### src/rtl/lin_interp.sv
// Linear-interpolation upsampler: emits 2^LOG2L values per input sample that ramp
// from the previous sample toward the current one (first-order hold).
module lin_interp #(
    parameter int WIDTH = 12,
    parameter int LOG2L = 3
) (
    input  logic                    clk,
    input  logic                    rst,
    input  logic signed [WIDTH-1:0] in_data,
    input  logic                    in_valid,
    output logic                    in_ready,
    output logic signed [WIDTH-1:0] out_data,
    output logic                    out_valid,
    input  logic                    out_ready,
    output logic                    underrun
);

    localparam int AW = WIDTH + LOG2L + 1;

    typedef enum logic [1:0] {
        EMPTY,
        PRIME,
        RUN
    } state_t;

    state_t                  state, state_n;
    logic signed [WIDTH-1:0] cur, cur_n;
    logic signed [WIDTH-1:0] nxt, nxt_n;
    logic signed [WIDTH-1:0] pend, pend_n;
    logic                    pend_v, pend_v_n;
    logic signed [WIDTH:0]   step, step_n;
    logic signed [AW-1:0]    acc, acc_n;
    logic [LOG2L-1:0]        k, k_n;
    logic                    underrun_n;
    logic                    in_xfer, out_xfer, seg_end;

    function automatic logic signed [WIDTH:0] diff(input logic signed [WIDTH-1:0] a,
                                                   input logic signed [WIDTH-1:0] b);
        return {a[WIDTH-1], a} - {b[WIDTH-1], b};
    endfunction

    function automatic logic signed [AW-1:0] scale(input logic signed [WIDTH-1:0] v);
        return {v[WIDTH-1], v, {LOG2L{1'b0}}};
    endfunction

    // Taking the bits above the fraction is an arithmetic shift, i.e. floor division by L.
    assign out_data = acc[LOG2L +: WIDTH];

    always_comb begin
        state_n    = state;
        cur_n      = cur;
        nxt_n      = nxt;
        pend_n     = pend;
        pend_v_n   = pend_v;
        step_n     = step;
        acc_n      = acc;
        k_n        = k;
        underrun_n = 1'b0;

        out_valid = (state == RUN);
        in_ready  = ~rst & ~((state == RUN) & pend_v);
        in_xfer   = in_valid & in_ready;
        out_xfer  = out_valid & out_ready;
        seg_end   = out_xfer & (k == '1);

        case (state)
            EMPTY: begin
                if (in_xfer) begin
                    cur_n   = in_data;
                    state_n = PRIME;
                end
            end
            PRIME: begin
                if (in_xfer) begin
                    nxt_n   = in_data;
                    acc_n   = scale(cur);
                    step_n  = diff(in_data, cur);
                    k_n     = '0;
                    state_n = RUN;
                end
            end
            RUN: begin
                if (in_xfer && !seg_end) begin
                    pend_n   = in_data;
                    pend_v_n = 1'b1;
                end
                if (out_xfer && !seg_end) begin
                    acc_n = acc + {{LOG2L{step[WIDTH]}}, step};
                    k_n   = k + LOG2L'(1);
                end
                // Segment end: the skid entry wins; otherwise a same-cycle input bypasses it.
                if (seg_end) begin
                    cur_n = nxt;
                    if (pend_v) begin
                        nxt_n    = pend;
                        step_n   = diff(pend, nxt);
                        acc_n    = scale(nxt);
                        k_n      = '0;
                        pend_v_n = 1'b0;
                    end else if (in_xfer) begin
                        nxt_n  = in_data;
                        step_n = diff(in_data, nxt);
                        acc_n  = scale(nxt);
                        k_n    = '0;
                    end else begin
                        state_n    = PRIME;
                        underrun_n = 1'b1;
                    end
                end
            end
            default: state_n = EMPTY;
        endcase
    end

    always_ff @(posedge clk) begin
        if (rst) begin
            state    <= EMPTY;
            cur      <= '0;
            nxt      <= '0;
            pend     <= '0;
            pend_v   <= 1'b0;
            step     <= '0;
            acc      <= '0;
            k        <= '0;
            underrun <= 1'b0;
        end else begin
            state    <= state_n;
            cur      <= cur_n;
            nxt      <= nxt_n;
            pend     <= pend_n;
            pend_v   <= pend_v_n;
            step     <= step_n;
            acc      <= acc_n;
            k        <= k_n;
            underrun <= underrun_n;
        end
    end

endmodule

### config.mk
export PLATFORM = sky130hd
export DESIGN_NAME = lin_interp
export DESIGN_NICKNAME = d
export VERILOG_FILES = /design/src/rtl/lin_interp.sv
export SDC_FILE = /design/constraint.sdc
export NUM_CORES = 1
export LEC_CHECK = 0
export CAP_MARGIN = 5
export CELL_PAD_IN_SITES_DETAIL_PLACEMENT = 2
export CELL_PAD_IN_SITES_GLOBAL_PLACEMENT = 2
export CORE_MARGIN = 5
export CORE_UTILIZATION = 31
export CTS_CLUSTER_SIZE = 40
export DETAILED_ROUTE_END_ITERATION = 16
export GPL_TIMING_DRIVEN = 0
export HOLD_SLACK_MARGIN = 0.03
export PLACE_DENSITY = 0.78
export SLEW_MARGIN = 20
export SYNTH_ARGS = -nofsm -noshare
export SYNTH_HDL_FRONTEND = slang
export SYNTH_SLANG_ARGS = --single-unit
### constraint.sdc
create_clock -name clk -period 3.52 [get_ports clk]
set_input_delay 0.704 -clock clk [delete_from_list [all_inputs] [get_ports clk]]
set_output_delay 0.704 -clock clk [all_outputs]
set_load 0.01 [all_outputs]
# Word level (Yosys, flattened, before mapping)
# Index checks and enable logic that the tools add are counted.
# word_totals
regBits	72
latch_bits	0
mem_bits_rw	0
mem_bits_ro	0
inputBits	16
out_inout_bits	15
word_cells	79
memories	0
# op_classes
addsub	5
n_mul	0
n_div	0
magnitude_cmp	0
n_eq_ne	9
shifts	0
muxes	34
bitwise	9
reduce_logical	13
# op_table
operator	count
$mux 16	5
$mux 12	5
$mux 13	4
$pmux 12 s2	2
$sub 12x12->13	3
$pmux 16 s2	1
$pmux 13 s2	1
$add 16x16->16	1
$mux 3	5
$mux 2	5
$ne 2x2->1 const B	4
$pmux 2 s3	1
$pmux 3 s2	1
$reduce_and 2->1	3
$and 1x1->1	5
$reduce_and 5->1	1
$mux 1	4
$not 1->1	4
$reduce_and 4->1	1
$reduce_bool 2->1	2
$reduce_or 4->1	1
$add 3x1->3 const B	1
$eq 3x3->1 const B	1
$ne 3x1->1 const B	1
other kinds (7)	8

# Depth between registers and ports, before layout
# logic_depth
word_depth	10
depth_mapped	13
depth_no_buf	11

# Least setup slack after synthesis
# Ideal clock, no wire load.
# synth_timing
path_kind	reg2reg
startpoint	register pend_v
endpoint	register step[12]
setup_time_ps	122
t_arrival_ps	2642
t_required_ps	3398
setup_slack_ps	757
path_stages_with_launch	12
path_buffers	2
synth_period_minus_slack_ps	2763
cell_sequence	dfxtp_1 -> buf_2 -> buf_1 -> mux2i_1 -> ha_1 -> fa_1 -> nand2b_1 -> a21oi_1 -> o31ai_1 -> a21oi_1 -> a311oi_1 -> o311a_1
# synth_between
elab_chain_cells	6
elab_cells_between_ends	10
classes_between	2 x eq/ne; 3 x mux; 4 x bitwise; 1 x reduce/logical
# synth_lines
item	line_no	source
start: declaration	30	logic pend_v, pend_v_n;
start signal: assignment	131	pend_v <= pend_v_n;
$and 1x1->1	61	in_ready = ~rst & ~((state == RUN) & pend_v);
$not 1->1	61	
$and 1x1->1	61	
$and 1x1->1	62	in_xfer = in_valid & in_ready;
$ne 3x1->1 (no source line) or $ne 2x2->1 (tied branches)	--	
$reduce_and 4->1 (no source line)	--	
end signal: assignment	132	step <= step_n;
end: declaration	31	logic signed [WIDTH:0] step, step_n;
# Several ways; a longest one is shown, not always the timed one. The select of a mux whose other input is x is not followed.
# A chain may end at the register's enable or synchronous reset.

# Worst setup path after layout
# layout_timing
startpoint	input port in_data[1]
endpoint	register step[12]
# layout_between
elab_chain_cells	5
elab_cells_between_ends	7
classes_between	2 x add/sub; 5 x mux
# layout_lines
item	line_no	source
start: declaration	9	input logic signed [WIDTH-1:0] in_data,
$sub 12x12->13	39	return {a[WIDTH-1], a} - {b[WIDTH-1], b};
$mux 13	100	end else if (in_xfer) begin
$mux 13	94	if (pend_v) begin
$mux 13	92	if (seg_end) begin
$pmux 13 s2 *	66	case (state)
# Mark *: on every way between the ends. The rest lies on a longest branch, timed or not. The select of a mux whose other input is x is not followed.

==> results.py <==
metrics = {
    "clock_network": {
        "clk_latency_ns": 0.35,
        "cts_buffer_depth": 2,
        "cts_sinks": 71,
        "htree_levels": 3,
        "cts_buffers": 9,
        "clock-root-buffer": "clkbuf_16",
        "cts_hold_buf": 0,
        "cts_tree": "yes",
        "clk_pin_slew_ns": 0.06,
    },
    "floorplanning": {
        "core-area_um2": 16640,
        "dieArea_um2": 19690,
        "die_w_um": 140.3,
        "initial_core_util_pct": 31.64,
        "top_level_ports": 31,
        "row_count": 47,
        "die_h_um": 140.3,
    },
    "placement": {
        "dp_hpwl_um": 15960,
        "globalplace.congestion": 0.9165,
        "place_ws_ns": -0.2267,
        "dp_cells": 919,
        "port_buffers": 30,
    },
    "outcome": {
        "status": "completed",
    },
    "sta": {
        "worst_pin_slew_ns": 0.6828,
        "hold_violations": 0,
        "finalSetupTns_ns": 0,
        "post-route-period-util_pct": 93.08,
        "rsz0062_at_grt": "no",
        "setup_viol_count_final": 0,
        "fmax_mhz": 305.2,
        "layout_setup_ws_ns": 0.2436,
        "max_slew_margin_pct": 54.32,
        "drv_slew": 0,
        "clock_skew_ns": 0.005395,
        "min_period_ns": 3.276,
    },
    "synth": {
        "yosysWarnings": 0,
        "synth-seq-cells": 71,
        "ys.flop_type": "dfxtp_1",
        "synth_fp_nets": 731,
        "ys_seq_area_share_pct": 27.00,
        "async_flop_share_pct": 0,
        "syn-cell-area_um2": 5265,
        "synth.avg_cell_area_um2": 7.870,
        "syn_inst": 669,
        "synth_edf_count": 0,
        "yosysUniqueCellTypes": 60,
    },
    "power_and_ir_drop": {
        "finalPower_mw": 4.739,
        "p_int_mw": 2.589,
        "power_frac_comb_pct": 55.0,
        "seq_power_share_pct": 26.1,
        "p_sw_share_pct": 45.37,
        "p_leak_nw": 2.379,
        "p_clk_share_pct": 18.9,
        "power.density_nw_per_um2": 774.5,
        "switching_power_mw": 2.150,
        "ir_drop_uv": 277.3,
    },
    "detailed_routing": {
        "first_pass_iters": 4,
        "drtIter0Drc": 220,
        "vias_per_cell": 5.493,
        "vias": 5125,
        "drt_wl_total_um": 20070,
        "drc": 0,
        "postRouteAntennaNets": 0,
        "drt-wirelength-per-cell_um": 21.52,
    },
    "critical_path": {
        "required_ns": 3.75,
        "r2r_start": "pend_v$_SDFFE_PP0P_",
        "start_kind": "primary input",
        "reg2reg_slack_ns": 0.48,
        "setup.worst_path.end_class": "register",
        "r2r-end": "step[12]$_SDFFE_PP0P_",
        "cp.arrival_ns": 3.51,
        "worst_r2r_path_depth": 10,
        "crit_fanout": 4,
        "path_class": "in2reg",
    },
    "hold_path": {
        "hold_depth": 2,
        "hp-start": "acc[0]$_SDFFE_PP0P_",
        "min_to": "acc[0]$_SDFFE_PP0P_",
        "hp-class": "reg2reg",
    },
    "cells_and_area": {
        "fin_nets": 771,
        "antenna_cells": 0,
        "final_cell_mix": "nor2_1 (83), dfxtp_1 (71), nand2_1 (51)",
        "drive_gt1_share_pct": 8.555,
        "fillers": 1933,
        "syn2layout_area_growth_pct": 16.21,
        "layoutNonFillerInstCount": 933,
        "final_common_cell": "nor2_1",
    },
    "job": {
        "drv_cap": 0,
    },
    "global_route": {
        "gr-total-overflow": 0,
        "track_usage_pct": 20.80,
        "grt_pass1_wl_um": 32300,
        "grt_max_degree": 20,
        "antenna_found_initial": 0,
        "grt_pass1_vias": 5755,
    },
}
[cell type report]
| cell class | instances | area (µm²) | share of cell area, % |
|---|---|---|---|
| Buffer | 43 | 224.0 | 3.661 |
| Clock buffer | 15 | 277.8 | 4.540 |
| Inverter | 45 | 168.9 | 2.761 |
| Multi-Input combinational cell | 509 | 3451 | 56.40 |
| Sequential cell | 71 | 1421 | 23.23 |
| Tap cell | 220 | 275.3 | 4.499 |
| Timing Repair Buffer | 30 | 300.3 | 4.908 |
[sequential cells by signal (all words and copies together), names as in the netlist]
| signal | count |
|---|---|
| nxt | 12 |
| k | 3 |
| underrun | 1 |
| step | 13 |
| acc | 15 |
| cur | 12 |
| state | 2 |
| pend | 12 |
| pend_v | 1 |
[stage by stage]
stage / hold WS [ns] / util, % / instance area, µm²
finish: 0.4643 / 36.76 / 6118
global placement: 0.4485 / 35.10 / 5841
floorplan: 0.4362 / - / 5265
global route: 0.4903 / 36.76 / 6118
CTS: 0.4640 / 36.74 / 6115
detailed placement: 0.4565 / 35.10 / 5841
[Yosys cell counts (all sizes together) (3+ instances only)]
cell type | count | share of area (%)
o22a | 11 | 1.8
a211oi | 24 | 3.4
a21oi | 53 | 5.6
xnor2 | 14 | 2.3
nand4 | 3 | 0.36
o22ai | 16 | 2.0
o221a | 3 | 0.64
nand2b | 9 | 1.1
nor2 | 84 | 6.0
o221ai | 4 | 0.67
xor2 | 7 | 1.2
clkbuf | 18 | 1.3
dfxtp | 71 | 27
and3 | 3 | 0.36
nor2b | 7 | 0.83
o21ai | 46 | 4.4
inv | 44 | 3.1
mux2i | 28 | 5.3
nand3 | 12 | 1.2
o21a | 10 | 1.4
or3 | 4 | 0.48
nor3 | 12 | 1.1
o311a | 3 | 0.57
o211ai | 8 | 1.2
a21o | 6 | 0.86
ha | 43 | 10
o21bai | 4 | 0.57
fa | 3 | 1.1
nand2 | 53 | 4.0
o31a | 3 | 0.50
a31oi | 8 | 0.95
mux2 | 9 | 1.9
buf | 26 | 3.0
[logic make-up after synthesis]
| family | Yosys count | share of synthesized area (%) |
|---|---|---|
| buf+inv | 89 | 7.533 |
| fa+ha+maj | 46 | 11.36 |
| mux | 37 | 7.248 |
| flops | 71 | 27.00 |
| compound gates | 212 | 27.04 |
| simple gates | 193 | 16.33 |
| xor+xnor | 21 | 3.493 |
[worst max-delay path by stage]
stage | slack, ns | endpoint | cells past startpoint | startpoint
floorplan | 0.76 | step[12]$_SDFFE_PP0P_ | 11 | pend_v$_SDFFE_PP0P_
global placement | -0.13 | step[10]$_SDFFE_PP0P_ | 11 | in_data[1]
detailed placement | -0.23 | step[10]$_SDFFE_PP0P_ | 11 | in_data[1]
CTS | 0.13 | step[10]$_SDFFE_PP0P_ | 11 | in_data[1]
global route | 0.05 | step[10]$_SDFFE_PP0P_ | 11 | in_data[1]
finish | 0.24 | step[12]$_SDFFE_PP0P_ | 10 | in_data[1]
[critical path: stages]
cell and delay (ns):
clkdlybuf4s50_1 0.60, inv_1 0.14, o21a_1 0.23, fa_1 0.44
nand2b_1 0.20, a21oi_1 0.26, o31ai_1 0.16, a21oi_2 0.23
a311oi_1 0.18, o311a_1 0.37
[power by group through the flow]
| stage | sequential, mW | clock (mW) | combinational, mW |
|---|---|---|---|
| after CTS | 1.24 | 0.913 | 2.61 |
| final | 1.24 | 0.895 | 2.60 |
| after detailed placement | 1.26 | 0 | 2.58 |
| after global placement | 1.24 | 0 | 2.44 |
| after floorplan | 1.15 | 0 | 1.82 |
| after global routing | 1.27 | 0.941 | 2.87 |
[per-layer routing]
layer / part of all wire [%] / track usage, % / routed length [µm]
met5: 0 / 0 / 0
met4: 1.2 / 5.150 / 250
met3: 3.0 / 3.715 / 607
met2: 49 / 35.96 / 9839
met1: 47 / 26.80 / 9376
[repair_timing]
item                       in CTS  in global routing
buffers inserted                0                  0
cloned                          0                  0
gates resized for setup         0                  1
setup endpoints to repair       3                  3
No activity file was read; power rests on OpenSTA's default activity.
